## config.mk

```make
export PLATFORM = sky130hd
export DESIGN_NAME = hazard_scoreboard
export DESIGN_NICKNAME = d
export VERILOG_FILES = /design/src/rtl/hazard_pkg.sv /design/src/rtl/hazard_sb_entry.sv /design/src/rtl/hazard_scoreboard.sv
export SDC_FILE = /design/constraint.sdc
export NUM_CORES = 1
export LEC_CHECK = 0
export BUFFER_PORTS_ARGS = -buffer_cell sky130_fd_sc_hd__buf_4
export CAP_MARGIN = 5
export CELL_PAD_IN_SITES_DETAIL_PLACEMENT = 1
export CELL_PAD_IN_SITES_GLOBAL_PLACEMENT = 1
export CORE_MARGIN = 3
export CORE_UTILIZATION = 39
export DETAILED_ROUTE_END_ITERATION = 8
export GPL_TIMING_DRIVEN = 0
export HOLD_SLACK_MARGIN = 0.06
export PLACE_DENSITY = 0.66
export SLEW_MARGIN = 20
export SYNTH_ARGS = -nofsm -noshare
export SYNTH_HDL_FRONTEND = slang
export SYNTH_SLANG_ARGS = --single-unit
```

## constraint.sdc

```tcl
create_clock -name clk -period 6.4 [get_ports clk]
set_input_delay 1.92 -clock clk [delete_from_list [all_inputs] [get_ports clk]]
set_output_delay 1.92 -clock clk [all_outputs]
set_load 0.1 [all_outputs]
```

## src/rtl/hazard_pkg.sv

```systemverilog
// rtl/hazard_pkg.sv - op-class encodings, default latencies and counter width for the hazard scoreboard
package hazard_pkg;

  typedef enum logic [1:0] {
    OP_ALU  = 2'd0,
    OP_LOAD = 2'd1,
    OP_MUL  = 2'd2,
    OP_DIV  = 2'd3
  } op_class_e;

  localparam int CNT_W        = 4;
  localparam int DEF_LOAD_LAT = 1;
  localparam int DEF_MUL_LAT  = 3;
  localparam int DEF_DIV_LAT  = 8;

endpackage

```

## src/rtl/hazard_sb_entry.sv

```systemverilog
// rtl/hazard_sb_entry.sv - per-register result countdown; busy while the count is nonzero
module hazard_sb_entry
  import hazard_pkg::*;
(
  input  logic             clk,
  input  logic             rst_n,
  input  logic             load,
  input  logic [CNT_W-1:0] value,
  input  logic             freeze,
  output logic             busy
);

  logic [CNT_W-1:0] count;
  logic [CNT_W-1:0] count_next;

  // A fresh allocation overrides the running count (WAW overwrite, not max).
  always_comb begin
    count_next = count;
    if (!freeze) begin
      if (load) begin
        count_next = value;
      end else if (count != '0) begin
        count_next = count - CNT_W'(1);
      end
    end
  end

  always_ff @(posedge clk or negedge rst_n) begin
    if (!rst_n) begin
      count <= '0;
      busy  <= 1'b0;
    end else begin
      count <= count_next;
      busy  <= (count_next != '0);
    end
  end

endmodule

```

## src/rtl/hazard_scoreboard.sv

```systemverilog
// rtl/hazard_scoreboard.sv - register-result scoreboard driving the ID-stage RAW hazard stall
module hazard_scoreboard
  import hazard_pkg::*;
#(
  parameter int NUM_REGS    = 32,
  parameter int LOAD_LAT    = DEF_LOAD_LAT,
  parameter int MUL_LAT     = DEF_MUL_LAT,
  parameter int DIV_LAT     = DEF_DIV_LAT,
  parameter int STALL_CNT_W = 32
) (
  input  logic                        clk,
  input  logic                        rst_n,
  input  logic [$clog2(NUM_REGS)-1:0] id_rs1,
  input  logic [$clog2(NUM_REGS)-1:0] id_rs2,
  input  logic                        id_use_rs1,
  input  logic                        id_use_rs2,
  input  logic                        issue_valid,
  input  logic [$clog2(NUM_REGS)-1:0] issue_rd,
  input  logic [1:0]                  issue_class,
  input  logic                        flush,
  input  logic                        mem_stall,
  output logic                        stall,
  output logic [NUM_REGS-1:0]         busy_mask,
  output logic [STALL_CNT_W-1:0]      stall_cycles
);

  localparam int RW = $clog2(NUM_REGS);

  logic [NUM_REGS-1:0] busy;
  logic                alloc;
  logic [CNT_W-1:0]    alloc_value;

  assign busy[0] = 1'b0;

  assign stall = (id_use_rs1 && (id_rs1 != '0) && busy[id_rs1]) ||
                 (id_use_rs2 && (id_rs2 != '0) && busy[id_rs2]);

  always_comb begin
    alloc_value = '0;
    case (op_class_e'(issue_class))
      OP_LOAD: alloc_value = CNT_W'(LOAD_LAT);
      OP_MUL:  alloc_value = CNT_W'(MUL_LAT);
      OP_DIV:  alloc_value = CNT_W'(DIV_LAT);
      default: alloc_value = '0;
    endcase
  end

  // ALU results are forwarded, so they never occupy the scoreboard.
  assign alloc = issue_valid && !stall && !flush && !mem_stall &&
                 (issue_rd != '0) && (op_class_e'(issue_class) != OP_ALU);

  for (genvar i = 1; i < NUM_REGS; i++) begin : g_entry
    hazard_sb_entry u_entry (
      .clk    (clk),
      .rst_n  (rst_n),
      .load   (alloc && (issue_rd == RW'(i))),
      .value  (alloc_value),
      .freeze (mem_stall),
      .busy   (busy[i])
    );
  end

  assign busy_mask = busy;

  always_ff @(posedge clk or negedge rst_n) begin
    if (!rst_n) begin
      stall_cycles <= '0;
    end else if (stall && !mem_stall && (stall_cycles != '1)) begin
      stall_cycles <= stall_cycles + STALL_CNT_W'(1);
    end
  end

endmodule

```

Word-level counts from Yosys, hierarchy flattened
Index checks and enable logic that the tools add are counted.
{"block": "op_classes", "add_sub_neg": 32, "n_reduce_logical": 112, "n_eq_ne": 35, "n_mux": 98, "order_cmp": 2}
{"op": "4-bit two-way mux", "count": 93}
{"op": "4-bit nonzero test", "count": 62}
{"op": "4-bit by 1-bit subtractor with 4-bit output, second input constant", "count": 31}
{"op": "5-bit equality test, second input constant", "count": 16}
{"op": "1-bit logical AND", "count": 42}
{"op": "5-bit by 4-bit equality test with 1-bit output, second input constant", "count": 8}
{"op": "32-bit by 1-bit adder with 32-bit output, second input constant", "count": 1}
{"op": "32-bit != test, second input constant", "count": 1}
{"op": "5-bit by 3-bit equality test with 1-bit output, second input constant", "count": 4}
{"op": "5-bit nonzero test", "count": 3}
{"op": "5-bit by 6-bit < comparator with 1-bit output, second input constant", "count": 2}
{"op": "4-bit one-hot mux with 3 select lines", "count": 1}
{"op": "1-bit binary-select mux with 5-bit select", "count": 2}
{"op": "5-bit by 2-bit equality test with 1-bit output, second input constant", "count": 2}
{"op": "5-bit by 1-bit equality test with 1-bit output, second input constant", "count": 1}
{"op": "2-bit equality test, second input constant", "count": 2}
{"op": "1-bit logical NOT", "count": 3}
{"op": "2-bit by 1-bit equality test with 1-bit output, second input constant", "count": 1}
{"op": "1-bit two-way mux", "count": 2}
{"op": "2-bit nonzero test", "count": 1}
{"op": "1-bit logical OR", "count": 1}
{"block": "totals", "out_inout_bits": 65, "wordCells": 342, "ff_bits": 187}

Longest topological paths before layout
Gate-level depths: netlist of the first run.
{"block": "logic_depth", "depth_word": 14, "mapped_depth": 13, "mapped_depth_nobuf": 9}

Cells and area by module
A second synthesis of the first run with hierarchy kept.
{"block": "hier_totals", "hier_cells": 1150, "area_unflattened_um2": 11867.6}
{"module": "hazard_sb_entry", "instances": 31, "area_per_inst_um2": 304.0, "seq_area_each_um2": 125.1, "cells_per_inst": 29}
{"module": "hazard_scoreboard", "instances": 1, "area_per_inst_um2": 2442.3, "seq_area_each_um2": 800.8, "cells_per_inst": 251}

Worst setup path after synthesis of the first run
Ideal clock, no wire load.
{"block": "synth_timing", "path_kind": "input port to output port", "startpoint": "in id_rs2[1]", "endpoint": "out stall", "t_required_ps": 4480, "n_path_buf": 3, "t_arrival_ps": 3997, "path_slack_ps": 483, "stages": 9, "path_cell_list": "buf_2 > mux4_2 > mux2_2 > a21o_1 > o221ai_4 > o21a_4 > inv_2 > buf_2 > buf_2"}
{"block": "synth_via", "elab_chain_len": 4}
{"item": "start, declared", "line_no": "hazard_scoreboard.sv:14", "source": "input logic [$clog2(NUM_REGS)-1:0] id_rs2,"}
{"item": "1-bit binary-select mux with 5-bit select / 5-bit nonzero test (equally long branches)", "line_no": "hazard_scoreboard.sv:36", "source": "(id_use_rs2 && (id_rs2 != '0) && busy[id_rs2]);"}
{"item": "1-bit two-way mux (not written as such) / 1-bit logical AND (equally long branches)", "line_no": "hazard_scoreboard.sv:36"}
{"item": "1-bit logical AND *", "line_no": "hazard_scoreboard.sv:36"}
{"item": "1-bit logical OR *", "line_no": "hazard_scoreboard.sv:35", "source": "assign stall = (id_use_rs1 && (id_rs1 != '0) && busy[id_rs1]) ||"}
{"item": "end, declared", "line_no": "hazard_scoreboard.sv:22", "source": "output logic stall,"}
Mark *: on every way between the ends. The rest lies on a longest branch, timed or not. The select of a mux whose other input is x is not followed.

Worst setup path after layout of the first run
{"block": "layout_timing", "startpoint": "in id_rs1[1]", "endpoint": "out stall"}
{"block": "layout_via", "elab_chain_len": 4}
{"item": "start, declared", "line_no": "hazard_scoreboard.sv:13", "source": "input logic [$clog2(NUM_REGS)-1:0] id_rs1,"}
{"item": "1-bit binary-select mux with 5-bit select / 5-bit nonzero test (equally long branches)", "line_no": "hazard_scoreboard.sv:35"}
{"item": "1-bit two-way mux (not written as such) / 1-bit logical AND (equally long branches)", "line_no": "hazard_scoreboard.sv:35"}
{"item": "1-bit logical AND *", "line_no": "hazard_scoreboard.sv:35"}
{"item": "1-bit logical OR *", "line_no": "hazard_scoreboard.sv:35"}
Marks and branches as above.

==> impl_metrics.toml, run 1 <==
[synth]
synth.area.top_cells = "dfrtp_1 39%, o221a_2 4.0%, ha_1 3.6%"
synth.distinct_cells = 65
synth_top_area_share_pct = 38.9
synth_commonest_cells = "187 x dfrtp_1, 91 x inv_1, 90 x nand2_1, 77 x nor2_1, 65 x and3_1"
avgSynthCellArea_sq_um = 9.33
synth-seq-cells = 187
netlist_area_sq_um = 12000
synth_async_sr_flop_share_pct = 100
yosysMostFrequentCell = "dfrtp_1"
yosysSeqAreaShare_pct = 38.9
syn_inst = 1291
synth_top_area_cell = "dfrtp_1"
yosysWarnings = 0
syn_nets = 1350
ys.flop_type = "dfrtp_1"
synth_edf_count = 0

[routing]
routed-via-count = 11100
viasPerCell = 6.18
drt_iter0_drc = 828
wire_per_inst_um = 24.5
drc_errors = 0
dr.pass1.iters = 5
postRouteAntennaNets = 0
drt-total-wl_mm = 43.9

[cts]
clockBufferDepth = 2
path_clk_slew_ns = 0.08
cts-root-buf = "clkbuf_16"
clk_latency_ns = 0.46
cts_tree = "built"
cts_buffers = 17
clkSinkCount = 187
ctsHtreeMaxLevel = 4

[sta]
maxSlewHeadroom_pct = 25.2
setup_slack_ns = 0.0918
setup_viol = 0
holdWs_ns = 0.504
worst_pin_slew_ns = 1.12
rsz0062_at_grt = "false"
fmax_mhz = 159
fin_tns_setup_ns = 0
fin_skew_ns = 0.0143
final_max_slew_viol_count = 0
fin_crit_sh_pct = 98.6
final_hold_viol_count = 0
final.min_clock_period_ns = 6.31

[worst_setup_path]
crit_top_cell = "buf_2"
r2r_start = "g_entry[21].u_entry.busy"
crit_type = "in -> out"
startpoint = "id_rs1[1]"
crit_fanout = 10
crit_slowest_cell = "o211ai_1"
cp-start-kind = "input port"
critPathArrivalTime_ns = 4.39
path_cells = "buf_2, mux2_2, o221ai_1, o211ai_1, o311ai_4, o21a_4, inv_2, buf_2, buf_4, buf_6"
crit_required_ns = 4.48
worst_path_largest_cell_delay_ns = 0.42
critPathCaptureType = "output port"

[finish]
n_fill_cell = 3428
multiInputGateArea_sq_um = 6460
antenna_cells = 0
drive_gt1_share_pct = 18.0
finalNonFillerCells = 1797
seqCellArea_sq_um = 4680
area_growth_pct = 14.8
final_nets = 1454

[pwr]
power.total_mw = 4.35
pwr-share-seq_pct = 39.6
sw_frac_of_total_pct = 39.3
switchingPower_mw = 1.71
p_int_mw = 2.64
powerDensity_nw_per_um2 = 315
ir_worst_vdd_mv = 0.211
p_leak_nw = 5.84
clock_power_share_pct = 25.1
combPwrFrac_pct = 35.3

[global_routing]
antenna_found_initial = 1
grt_util_met1_pct = 37.5
groute.usage.overall_pct = 26.5
use_met3_pct = 4.81
grt_busiest_layer = "met2"
grt_start_max_net_pins = 93
overflow = 0
met2_usage_pct = 41.9
grt_pass1_wl_mm = 67.7
grt_pass1_vias = 11200

[die]
die_w_um = 182
num_io_pins = 89
core_sq_um = 30000
die_height_um = 182
num_rows = 63
die_area_sq_um = 33000
start_util_pct = 40.1

[worst_hold_path]
min_from = "stall_cycles[16]"
hold_path_class = "reg -> reg"

[placed_design]
dp_slack_ns = -0.141
hpwl_mm = 31.1
place_inst = 1763
place.gp.congestion = 0.893
portBuffers = 80

[outcome]
status = "finished, final reports clean"

[flow_run]
cap_violations = 0
==> routing by layer <==
metal,part of all wire [%],routed length [um],vias up
li1,-,-,5025
met1,46,20200,5729
met2,46,20300,310
met3,5.8,2550,44
met4,1.8,807,0
met5,0,0,-
==> what timing repair did <==
action,in CTS,in global routing
gates resized for setup,3,5
hold buffers,0,0
buffers inserted,0,3
pin swaps,0,3
endpoints found under the setup margin,1,1
==> worst paths after layout <==
path | endpoint | slack (ns) | cells after the start
min in group asynchronous | stall_cycles[15] | 1.29 | 1
setup reg to reg | g_entry[2].u_entry.busy | 2.66 | 11
setup / recovery | stall | 0.09 | 10
hold reg to reg | stall_cycles[16] | 0.50 | 1
hold / removal | stall_cycles[16] | 0.50 | 1
max in group asynchronous | g_entry[17].u_entry.count[1] | 4.36 | 2
==> cell usage in the layout, fill, tap and decap left out, types with 12 or more instances in the layout <==
cell type | synthesis | final
a21o_1 | 21 | 21
a21oi_1 | 15 | 15
a221o_1 | 24 | 24
a22oi_1 | 28 | 28
and2_1 | 17 | 17
and3_1 | 65 | 65
buf_2 | 15 | 13
buf_4 | 35 | 118
clkbuf_1 | 49 | 49
clkbuf_16 | 0 | 17
dfrtp_1 | 187 | 187
ha_1 | 35 | 35
inv_1 | 91 | 91
mux4_2 | 12 | 12
nand2_1 | 90 | 90
nand2b_1 | 27 | 27
nand3_1 | 44 | 44
nand3b_1 | 21 | 21
nand4_1 | 31 | 31
nor2_1 | 77 | 77
nor2b_1 | 17 | 17
nor3_1 | 32 | 32
o21ai_0 | 14 | 14
o221a_2 | 43 | 43
o22ai_1 | 40 | 40
o2bb2ai_1 | 23 | 23
or3_1 | 24 | 24
or4_1 | 54 | 54
xnor2_1 | 17 | 17
xor2_1 | 14 | 14
==> power groups by stage <==
stage                     clock, mW  combinational [mW]  sequential [mW]
after floorplan                   0               0.982             1.82
after global placement            0                1.47             1.72
after detailed placement          0                1.52             1.73
after CTS                      1.11                1.53             1.72
after global routing           1.16                1.69             1.77
final                          1.09                1.54             1.72
==> per-stage QoR <==
step	instance area [sq um]	utilization (%)
after detailed placement	13200	43.9
after floorplan	12000	-
after global routing	13800	46.0
final	13800	46.0
after global placement	13100	43.7
after CTS	13800	45.9
==> state kept, by name (all words and copies together) (netlist names) <==
name	count
stall_cycles	32
g_entry.u_entry.busy	31
g_entry.u_entry.count	124
==> final cells by class <==
cell class | instances | share of cell area (%)
buffer | 109 | 4.16
clock buffer | 18 | 3.11
clock inverter | 13 | 1.06
inverter | 93 | 2.53
multi-input combinational | 902 | 46.8
sequential | 187 | 33.9
tap | 390 | 3.53
timing repair buffer | 85 | 4.99
==> logic make-up after synthesis <==
| group | synth area share, % |
|---|---|
| other | 0.0311 |
| AND/OR/NAND/NOR | 26.0 |
| AO/OA/AOI/OAI | 18.5 |
| flip-flops | 38.9 |
| multiplexers | 3.06 |
| XOR/XNOR | 2.25 |
| adder cells (fa/ha/maj) | 3.64 |
| buffers and inverters | 7.61 |
==> worst max-delay path: cells and delay by family <==
family	cells	cell delay, ns
AO/OA/AOI/OAI	4	1.08
buffers and inverters	5	1.15
multiplexers	1	0.23
No activity file was read; power rests on OpenSTA's default activity.
==> inputs of run 2 (changes only) <==
CTS_CLUSTER_SIZE = 16   (was default)
SETUP_SLACK_MARGIN = 0.4   (was default)
==> run 2 against run 1 <==
- wire length up 0.14%
- non-clock buffer count is 2 higher
- register-to-register slack about the same
- sequential power about the same
- cell area is 0.33% higher
- sequential share of layout area down 0.11 points
- global-route usage hardly changed
- combinational power about the same
- largest cell class unchanged
==> impl_metrics.toml, run 2 (synthesis gave the netlist of run 1 again) <==
[cts]
clockBufferDepth = 2
path_clk_slew_ns = 0.08
cts_buffers = 17
cts_tree = "built"
clk_latency_ns = 0.46
ctsHtreeMaxLevel = 4
cts-root-buf = "clkbuf_16"
clkSinkCount = 187

[worst_hold_path]
hold_path_class = "reg -> reg"

[flow_run]
cap_violations = 0

[pwr]
power.total_mw = 4.35
ir_worst_vdd_mv = 0.212
p_leak_nw = 5.86
powerDensity_nw_per_um2 = 314

[worst_setup_path]
crit_type = "in -> out"
cp-start-kind = "input port"
crit_fanout = 10
crit_top_cell = "buf_4"
critPathTopFamily = "compound AO/OA/AOI/OAI gates"
critPathCaptureType = "output port"
critPathArrivalTime_ns = 4.04
path_cells = "buf_4, mux2_2, o221ai_1, o211ai_1, o311ai_4, o21a_4, inv_2, buf_4, buf_8, buf_12"
crit_slowest_cell = "o211ai_1"
reg2reg_slack_ns = 2.65
crit_required_ns = 4.48
path_buf_inv = 5
worst_path_largest_cell_delay_ns = 0.41

[global_routing]
groute.usage.overall_pct = 26.5
grt_pass1_vias = 11200
grt_start_max_net_pins = 93
overflow = 0
grt_pass1_wl_mm = 67.8
antenna_found_initial = 1

[die]
num_io_pins = 89
die_height_um = 182
num_rows = 63
core_sq_um = 30000
start_util_pct = 40.1
die_area_sq_um = 33000
die_w_um = 182

[sta]
final_hold_viol_count = 0
final_max_slew_viol_count = 0
setup_viol = 0
fin_skew_ns = 0.0149
fin_crit_sh_pct = 93.2
rsz0062_at_grt = "false"
fmax_mhz = 168
fin_tns_setup_ns = 0
worst_pin_slew_ns = 1.12
maxSlewHeadroom_pct = 25.4
final.min_clock_period_ns = 5.96

[finish]
n_fill_cell = 3425
mostFrequentLayoutCells = "187 x dfrtp_1, 119 x buf_4, 91 x inv_1"
reg_top3 = "g_entry.u_entry.count: 124 flops, stall_cycles: 32 flops, g_entry.u_entry.busy: 31 flops"
postLayoutCoreUtil_pct = 46.2
mostFrequentLayoutCell = "dfrtp_1"
multiInputGateArea_sq_um = 6460
final_nets = 1456
largest_register = "g_entry.u_entry.count"
largest_reg_flops = 124
area_growth_pct = 15.1
seqCellArea_sq_um = 4680
drive_gt1_share_pct = 18.1

[routing]
routed-via-count = 11100
viasPerCell = 6.17
drt_iter0_drc = 933
dr.pass1.iters = 5
postRouteAntennaNets = 0
wire_per_inst_um = 24.4
drc_errors = 0
drt-total-wl_mm = 44.0

[placed_design]
place.gp.congestion = 0.893
portBuffers = 80
hpwl_mm = 31.1

[outcome]
status = "finished, final reports clean"
## run 2: layout make-up
class	count	area share (%)
Clock inverter	13	1.06
Clock buffer	18	3.09
Sequential cell	187	33.7
Timing Repair Buffer	87	5.14
Tap cell	390	3.52
Antenna cell	1	0.0180
Buffer	109	4.29
Inverter	93	2.52
Multi-Input combinational cell	902	46.6
## run 2: worst reg2reg max path, stage by stage (launching register included)
cell,delay (ns)
dfrtp_1,0.48
mux2_2,0.22
o221ai_1,0.14
o211ai_1,0.41
o311ai_4,0.23
o21a_4,0.25
inv_2,0.08
buf_6,0.14
clkbuf_1,0.64
o22ai_1,0.20
o221a_2,0.17
or4_1,0.61
## run 2: timing repair
| action | CTS | global route |
|---|---|---|
| pin swaps | 4 | 3 |
| endpoints found under the setup margin | 1 | 1 |
| gates resized for setup | 11 | 4 |
| hold buffers | 0 | 0 |
| setup buffers | 4 | 1 |
## run 2: per-stage QoR
| step | cells | hold WS, ns | worst slack [ns] | instance area, sq um |
|---|---|---|---|---|
| floorplan | 1291 | 0.477 | 0.483 | 12000 |
| global placement | 1761 | 0.485 | -0.119 | 13100 |
| detailed placement | 1763 | 0.490 | -0.141 | 13200 |
| CTS | 1798 | 0.504 | 0.405 | 13800 |
| global route | 1799 | 0.531 | 0.395 | 13900 |
| finish | 1800 | 0.503 | 0.436 | 13900 |
## run 2: final timing paths
path / start / end / depth (start not counted)
min: stall_cycles[16] / stall_cycles[16] / 1
min reg2reg: stall_cycles[16] / stall_cycles[16] / 1
max in group asynchronous: rst_n / g_entry[17].u_entry.count[1] / 2
min in group asynchronous: rst_n / stall_cycles[22] / 1
max reg2reg: g_entry[29].u_entry.busy / g_entry[2].u_entry.busy / 11
max: id_rs1[1] / stall / 10
## run 2: per-layer routing
metal  global-route usage (%)  part of all wire, %
met1                     37.7                   46
met4                     7.01                  2.1
met3                     4.57                  5.7
met5                        0                    0
met2                     41.8                   46
## run 2: power breakdown
part	internal (mW)	switching, mW
clock	0.576	0.512
combinational	0.617	0.924
sequential	1.46	0.268
==> inputs of run 3 (changes only) <==
clock period = 6.72 ns   (was 6.4 ns; I/O delays follow)
==> run 3 against run 2 <==
- global-route usage about the same
- clock skew about the same
- register-to-register slack improved by 0.35 ns
- wire length increased by 0.20%
- via count decreased by 0.19%
- critical path type unchanged
==> impl_metrics.toml, run 3 (synthesis gave the netlist of run 1 again) <==
[global_routing]
overflow = 0
grt_pass1_wl_mm = 67.8
antenna_found_initial = 1
groute.usage.overall_pct = 26.5
grt_pass1_vias = 11200
grt_start_max_net_pins = 93

[worst_setup_path]
critPathCaptureType = "output port"
crit_type = "in -> out"
critPathTopFamily = "compound AO/OA/AOI/OAI gates"
crit_slowest_cell = "o211ai_1"
cp-start-kind = "input port"
path_buf_inv = 5
crit_fanout = 10
path_cells = "clkbuf_4, mux2_2, o221ai_1, o211ai_1, o311ai_4, o21a_4, inv_2, buf_4, buf_6, buf_6"
crit_top_cell = "buf_6"
worst_path_largest_cell_delay_ns = 0.40
crit_required_ns = 4.70
critPathArrivalTime_ns = 4.26

[die]
start_util_pct = 40.1
die_area_sq_um = 33000
die_height_um = 182
core_sq_um = 30000
die_w_um = 182
num_rows = 63
num_io_pins = 89

[flow_run]
cap_violations = 0

[cts]
clkSinkCount = 187
cts-root-buf = "clkbuf_16"
ctsHtreeMaxLevel = 4
path_clk_slew_ns = 0.08
clockBufferDepth = 2
cts_buffers = 17
cts_tree = "built"
cts_hold_buf = 0
clk_latency_ns = 0.46

[finish]
antenna_cells = 0
final_nets = 1454
drive_gt1_share_pct = 18.0
reg_top3 = "g_entry.u_entry.count: 124 flops, stall_cycles: 32 flops, g_entry.u_entry.busy: 31 flops"
mostFrequentLayoutCell = "dfrtp_1"
n_fill_cell = 3424
largest_register = "g_entry.u_entry.count"
final_area_sq_um = 13800
largest_reg_flops = 124
area_growth_pct = 14.9
multiInputGateArea_sq_um = 6460
mostFrequentLayoutCells = "187 x dfrtp_1, 117 x buf_4, 91 x inv_1"
seqCellArea_sq_um = 4680

[routing]
wire_per_inst_um = 24.5
dr.pass1.iters = 5
routed-via-count = 11100
drt_iter0_drc = 899
drt-total-wl_mm = 44.1
viasPerCell = 6.17
drc_errors = 0
postRouteAntennaNets = 0

[sta]
fin_crit_sh_pct = 93.4
fmax_mhz = 159
final_max_slew_viol_count = 0
final.min_clock_period_ns = 6.28
final_hold_viol_count = 0
rsz0062_at_grt = "false"
fin_skew_ns = 0.0152
holdWs_ns = 0.503
maxSlewHeadroom_pct = 24.5
setup_viol = 0
worst_pin_slew_ns = 1.13

[pwr]
powerDensity_nw_per_um2 = 299
p_leak_nw = 5.84
clock_power_share_pct = 25.0
power.total_mw = 4.14
p_int_mw = 2.52
switchingPower_mw = 1.62
ir_worst_vdd_mv = 0.201
pwr-share-seq_pct = 39.6
combPwrFrac_pct = 35.4
sw_frac_of_total_pct = 39.2

[placed_design]
portBuffers = 80
dpl-instance-area_sq_um = 13200
place.gp.congestion = 0.893
hpwl_mm = 31.1

[worst_hold_path]
hold_path_class = "reg -> reg"

[outcome]
status = "finished, final reports clean"
## run 3: cell count changes in the layout (fill, tap and decap cells not counted)
cell	delta
buf_12	-1
buf_4	-2
diode_2	-1
buf_6	+1
buf_8	-1
clkbuf_4	+1
## run 3: final timing paths
kind,startpoint,endpoint,slack (ns),depth (start not counted)
worst max register to register,g_entry[29].u_entry.busy,g_entry[2].u_entry.busy,3.00,11
worst min register to register,stall_cycles[16],stall_cycles[16],0.50,1
max in group asynchronous,rst_n,g_entry[17].u_entry.count[1],4.57,2
worst min-delay path,stall_cycles[16],stall_cycles[16],0.50,1
min in group asynchronous,rst_n,stall_cycles[15],1.39,1
worst max-delay path,id_rs1[1],stall,0.44,10
## run 3: area by class of cell
type / count / area share, %
Timing Repair Buffer: 85 / 4.98
Clock buffer: 18 / 3.10
Tap cell: 390 / 3.53
Sequential cell: 187 / 33.8
Inverter: 93 / 2.52
Multi-Input combinational cell: 902 / 46.7
Buffer: 109 / 4.24
Clock inverter: 13 / 1.06
## run 3: repair_timing
item,in CTS,in global routing
endpoints found under the setup margin,1,1
hold endpoints to repair,0,0
setup buffers,3,0
pin swaps,4,2
resized for setup,9,2
## run 3: layer usage
layer	part of all wire (%)	vias to the layer above	track usage, %
li1	-	5021	-
met1	46	5679	37.7
met2	46	333	41.8
met3	6.2	53	4.59
met4	2.0	0	7.01
met5	0	-	0
## run 3: power by group through the flow
stage	logic [mW]	registers [mW]	clock network [mW]
after floorplan	0.935	1.74	0
final	1.46	1.64	1.04
after CTS	1.46	1.63	1.05
after detailed placement	1.45	1.65	0
after global placement	1.40	1.64	0
after global routing	1.61	1.69	1.10
## run 3: metrics by stage
stage | utilization [%] | instances | setup slack (ns) | TNS (ns)
2_1_floorplan | - | 1291 | 0.611 | 0
3_3_place_gp | 43.7 | 1761 | 0.00871 | 0
3_5_place_dp | 43.9 | 1763 | -0.0126 | -0.0126
4_1_cts | 46.0 | 1797 | 0.434 | 0
5_1_grt | 46.1 | 1797 | 0.404 | 0
6_report | 46.1 | 1797 | 0.441 | 0
